File: config.mk
export PLATFORM = sky130hd
export DESIGN_NAME = wb_trace_buffer
export DESIGN_NICKNAME = d
export VERILOG_FILES = /design/src/rtl/wb_trace_buffer.sv
export SDC_FILE = /design/constraint.sdc
export NUM_CORES = 2
export LEC_CHECK = 0
export BUFFER_PORTS_ARGS = -buffer_cell sky130_fd_sc_hd__buf_2
export CAP_MARGIN = 40
export CORE_ASPECT_RATIO = 1.75
export CORE_MARGIN = 1.5
export CORE_UTILIZATION = 66
export DETAILED_ROUTE_END_ITERATION = 7
export PLACE_DENSITY = 0.85
export RECOVER_POWER = 25
export SETUP_SLACK_MARGIN = 0.4
export SYNTH_ARGS = -nofsm -noshare
export SYNTH_HDL_FRONTEND = slang
export SYNTH_SLANG_ARGS = --single-unit
File: constraint.sdc
create_clock -name clk -period 7.8 [get_ports clk]
set_input_delay 1.95 -clock clk [delete_from_list [all_inputs] [get_ports clk]]
set_output_delay 1.95 -clock clk [all_outputs]
set_load 0.05 [all_outputs]
File: src/rtl/wb_trace_buffer.sv
// Write-back trace recorder: snoops the register-file write port and logs each
// qualifying write with a cycle stamp into a circular buffer for ordered replay.
module wb_trace_buffer #(
   parameter int DATA_W = 32,
   parameter int REG_W  = 5,
   parameter int DEPTH  = 16,
   parameter int CYC_W  = 16
) (
   input  logic                       clk,
   input  logic                       rst_n,
   input  logic                       wb_en,
   input  logic [REG_W-1:0]           wb_rd,
   input  logic [DATA_W-1:0]          wb_data,
   input  logic [DATA_W-1:0]          wb_pc,
   input  logic                       arm,
   input  logic                       stop,
   input  logic                       wrap_mode,
   input  logic                       filter_en,
   input  logic [REG_W-1:0]           filter_rd,
   input  logic                       rd_req,
   output logic                       rd_valid,
   output logic [REG_W-1:0]           rd_reg,
   output logic [DATA_W-1:0]          rd_data,
   output logic [DATA_W-1:0]          rd_pc,
   output logic [CYC_W-1:0]           rd_cycle,
   output logic [$clog2(DEPTH):0]     count,
   output logic                       full,
   output logic                       capturing,
   output logic                       overflow
);

   localparam int PTR_W = $clog2(DEPTH);
   localparam int CNT_W = PTR_W + 1;
   localparam int ENT_W = REG_W + 2 * DATA_W + CYC_W;

   typedef enum logic [1:0] {S_IDLE, S_CAPTURE, S_DONE} state_t;

   state_t             state_q, state_d;
   logic [PTR_W-1:0]   wr_ptr, rd_ptr;
   logic [CNT_W-1:0]   cnt;
   logic [CYC_W-1:0]   cyc;
   logic               ovf;
   logic [ENT_W-1:0]   mem [DEPTH];

   logic               qualify, is_full, do_write, do_wrap, do_arm, do_pop;

   function automatic logic [CYC_W-1:0] sat_inc(input logic [CYC_W-1:0] v);
      return (&v) ? v : v + 1'b1;
   endfunction

   // Stage p0: event qualification and control decode
   always_comb begin
      qualify  = (state_q == S_CAPTURE) && wb_en && (wb_rd != '0) &&
                 (!filter_en || (wb_rd == filter_rd));
      is_full  = (cnt == CNT_W'(DEPTH));
      do_write = qualify && (!is_full || wrap_mode);
      do_wrap  = do_write && is_full;
      do_arm   = arm && (state_q != S_CAPTURE);
      // arm has priority over a pop issued on the same edge
      do_pop   = (state_q == S_DONE) && rd_req && (cnt != '0) && !arm;
   end

   always_comb begin
      state_d = state_q;
      case (state_q)
         S_IDLE:    if (arm) state_d = S_CAPTURE;
         S_CAPTURE: if (stop || (do_write && !wrap_mode && cnt == CNT_W'(DEPTH - 1)))
                       state_d = S_DONE;
         S_DONE:    if (arm) state_d = S_CAPTURE;
         default:   state_d = S_IDLE;
      endcase
   end

   // Stage p1: state, pointers, counters and readout register
   always_ff @(posedge clk) begin
      if (!rst_n) begin
         state_q  <= S_IDLE;
         wr_ptr   <= '0;
         rd_ptr   <= '0;
         cnt      <= '0;
         cyc      <= '0;
         ovf      <= 1'b0;
         rd_valid <= 1'b0;
         rd_reg   <= '0;
         rd_data  <= '0;
         rd_pc    <= '0;
         rd_cycle <= '0;
      end else begin
         state_q  <= state_d;
         rd_valid <= do_pop;
         if (do_arm) begin
            wr_ptr <= '0;
            rd_ptr <= '0;
            cnt    <= '0;
            cyc    <= '0;
            ovf    <= 1'b0;
         end else begin
            if (state_q == S_CAPTURE) cyc <= sat_inc(cyc);
            if (do_write) begin
               wr_ptr <= wr_ptr + 1'b1;
               if (do_wrap) begin
                  rd_ptr <= rd_ptr + 1'b1;
                  ovf    <= 1'b1;
               end else begin
                  cnt <= cnt + 1'b1;
               end
            end
            if (do_pop) begin
               rd_ptr <= rd_ptr + 1'b1;
               cnt    <= cnt - 1'b1;
               {rd_reg, rd_data, rd_pc, rd_cycle} <= mem[rd_ptr];
            end
         end
      end
   end

   // Trace storage has no reset; contents are only meaningful after an arm
   always_ff @(posedge clk) begin
      if (do_write) mem[wr_ptr] <= {wb_rd, wb_data, wb_pc, cyc};
   end

   assign count     = cnt;
   assign full      = is_full;
   assign capturing = (state_q == S_CAPTURE);
   assign overflow  = ovf;

endmodule

==> flow_summary.ini <==
[sta]
setup_viol = 0
skew_ns = 0.0406
rsz0062_at_grt = false
hold_slack_ns = 0.474
fmax_mhz = 222
relSlewSlack = 0.337
finalCritPeriodShare = 0.577
finalSetupTns_ns = 0
hold_violations = 0
tightest_slew_ns = 0.994
fin_crit_ns = 4.50
drv_slew = 0

[floorplanning]
initial_utilization = 0.668
std_cell_rows = 140
ios = 176
die_h_um = 387
fp.dieArea_mm2 = 0.0862
chipWidth_um = 223
core_area_mm2 = 0.0834

[worst_hold_path]
whs_path_depth = 1
hp-class = flip-flop to flip-flop
hold_path_end = rd_data[9]$_SDFFE_PN0P_
min-delay-start = rd_data[9]$_SDFFE_PN0P_

[yosys]
syn-num-nets = 2605
yosys-top-cells-area = edfxtp_1, mux4_2, dfxtp_1
yosysTopAreaCell = edfxtp_1
synth_cell_types = 56
ys_warn_count = 0
synthesis.area_mm2 = 0.0557
yosys.area.top_type_share = 0.733
synthCells = 2513
seq_area_frac_synth = 0.775
synth.avg_cell_area_um2 = 22.2
synth_seq_cells = 1478

[pwr]
combinationalPowerShare = 0.013
p_switching_mw = 3.01
p_int_mw = 11.9
max-vdd-ir-drop_mv = 0.220
p_total_mw = 14.9
seqPwrFrac = 0.578
pwr-share-clk = 0.408
powerDensity_mw_per_mm2 = 242
p_leak_nw = 18.9
switching_share = 0.202

[detailed_routing]
routed-wl-met2_um = 75600
maxUsedRoutingLayer = met5
drc_errors = 0
drtAntennaViolNets = 0
first_pass_iters = 6
wirelength_um = 142000
m1WireLength_um = 46200
wire_per_inst_um = 36.5
initialDrtViolationCount = 4105
wl_met3_um = 13300
avgViaCountPerCell = 7.32
via_count = 28500

[cells_and_area]
areaGrowthSynthToFinish_pct = 10.7
layout-drive-gt1-share = 0.264
final_common_cell = edfxtp_1
fill_cells = 4185
final_cell_mix = edfxtp_1, mux4_2, buf_2, clkbuf_16, dfxtp_1
top_register = mem
biggestRegsByFlops = mem: 1360 flops, rd_data: 32 flops, rd_pc: 32 flops
fin_util = 0.740
largest_reg_flops = 1360
final_nets = 2811

[critical_path]
arrival_ns = 4.86
startpoint_type = input pin
reg2reg_depth = 5
crit_slowest_cell = and2_4
cp_num_buf_inv = 3
worstPathCellList = buf_2, xnor2_1, and4_1, a21boi_1, nor3_1, and2_4, buf_16, buf_4
crit_family = simple AND/OR/NAND/NOR gates
r2r-start = rd_ptr[2]$_SDFFE_PP0P_
reg2reg_setup_slack_ns = 4.45
rr_endpoint = rd_cycle[4]$_SDFFE_PN0P_
critPathKind = input pin to flip-flop
path_max_fanout = 34
critical-path-max-stage-delay_ns = 0.58
worstPathRequired_ns = 8.16
end_kind = flip-flop

[placed_design]
hpwlAfterDp_um = 73600
gp_congestion = 0.845
port_buffers = 175

[global_route]
grt_pass1_vias = 29600
antenna_found_initial = 7
grt_pass1_wl_um = 206000
grt_usage = 0.336
overflow = 0
grt_max_degree = 149

[clocking]
clkLatencyLatePin_ns = 0.74
numClockSinks = 1478
cts_tree = yes
htreeDepth = 3
cts_resized = 0
cts_hold_buffers = 0
post-cts-setup-buffers = 0
clk_pin_slew_ns = 0.07
cts_root_buf = clkbuf_16
clockBufferDepth = 3
cts_buffers = 116

[job]
cap_violations = 0

[status]
outcome = completed
[how the worst max path moves through the flow]
| stage | from | endpoint | slack (ns) | depth (start not counted) |
|---|---|---|---|---|
| final | wb_rd[1] | mem[7][52]$_DFFE_PP_ | 3.30 | 8 |
| after global routing | wb_rd[1] | mem[7][52]$_DFFE_PP_ | 3.14 | 8 |
| after CTS | wb_rd[1] | mem[13][73]$_DFFE_PP_ | 3.38 | 8 |
| after detailed placement | wb_rd[1] | mem[13][17]$_DFFE_PP_ | 2.63 | 8 |
| after global placement | wb_rd[1] | mem[7][78]$_DFFE_PP_ | 2.50 | 7 |
| after floorplan | wb_rd[1] | mem[0][0]$_DFFE_PP_ | 2.36 | 6 |
[cell families (layout without fill, tap and decap cells)]
| logic type | count (synthesis) | in the layout | synth area share |
|---|---|---|---|
| adders and majority gates | 10 | 10 | 0.00238 |
| xor gates and xnor gates | 21 | 21 | 0.00330 |
| AOI/OAI and AO/OA | 306 | 306 | 0.0388 |
| and+or+nand+nor | 120 | 120 | 0.0119 |
| other | 0 | 4 | 0 |
| muxes | 429 | 429 | 0.153 |
| buffers and inverters | 149 | 456 | 0.0149 |
| DFF | 1478 | 1478 | 0.775 |
[per-layer routing]
metal  up-vias  global-route usage
met5         -                   0
met4         8               0.161
met3       410              0.0501
met2      2334               0.581
met1     14700               0.418
li1      11000                   -
[metrics by stage]
step | worst slack, ns | cells | cell area (um^2)
CTS | 3.38 | 3885 | 61700
floorplan | 2.36 | 2513 | 55700
finish | 3.30 | 3889 | 61700
detailed placement | 2.63 | 3666 | 57900
global route | 3.14 | 3888 | 61700
global placement | 2.50 | 3653 | 57600
[synthesized netlist by cell type, drive strengths merged]
library cell and number:
edfxtp 1360, mux4 340, dfxtp 118, o21ai 97, buf 91, mux2i 89
a22o 85, a22oi 85, clkbuf 52, nor2 24, nand2 23, xnor2 19
a21oi 15, nor3 13, and3 12, nand4 12, ha 9, nor4 7
inv 6, o31ai 6, and4 5, nand3 5, and2 4, o211ai 4
nand2b 3, nor2b 3, a21o 2, a311oi 2, nand3b 2, nor3b 2
o311ai 2, or3 2, or4 2, xor2 2, a2111oi 1, a211o 1
a21boi 1, a2bb2oi 1, a31o 1, a31oi 1, fa 1, nor4b 1
o211a 1, o32ai 1
[power groups by stage]
stage / registers [mW] / logic [mW] / clock network (mW)
3_5_place_dp: 8.81 / 0.187 / 0
3_3_place_gp: 8.81 / 0.170 / 0
4_1_cts: 8.63 / 0.192 / 6.10
5_1_grt: 8.63 / 0.202 / 6.36
2_1_floorplan: 8.81 / 0.0531 / 0
6_report: 8.63 / 0.195 / 6.10
[final cells by class]
type	count	area (um^2)	share of cell area
Sequential cell	1478	43200	0.700
Multi-Input combinational cell	886	11800	0.191
Clock buffer	152	3130	0.0508
Timing Repair Buffer	231	1500	0.0244
Tap cell	1065	1330	0.0216
Clock inverter	67	712	0.0115
Inverter	6	22.5	0.000365
Antenna cell	4	10.0	0.000162
Power figures use the tool's default switching activity.
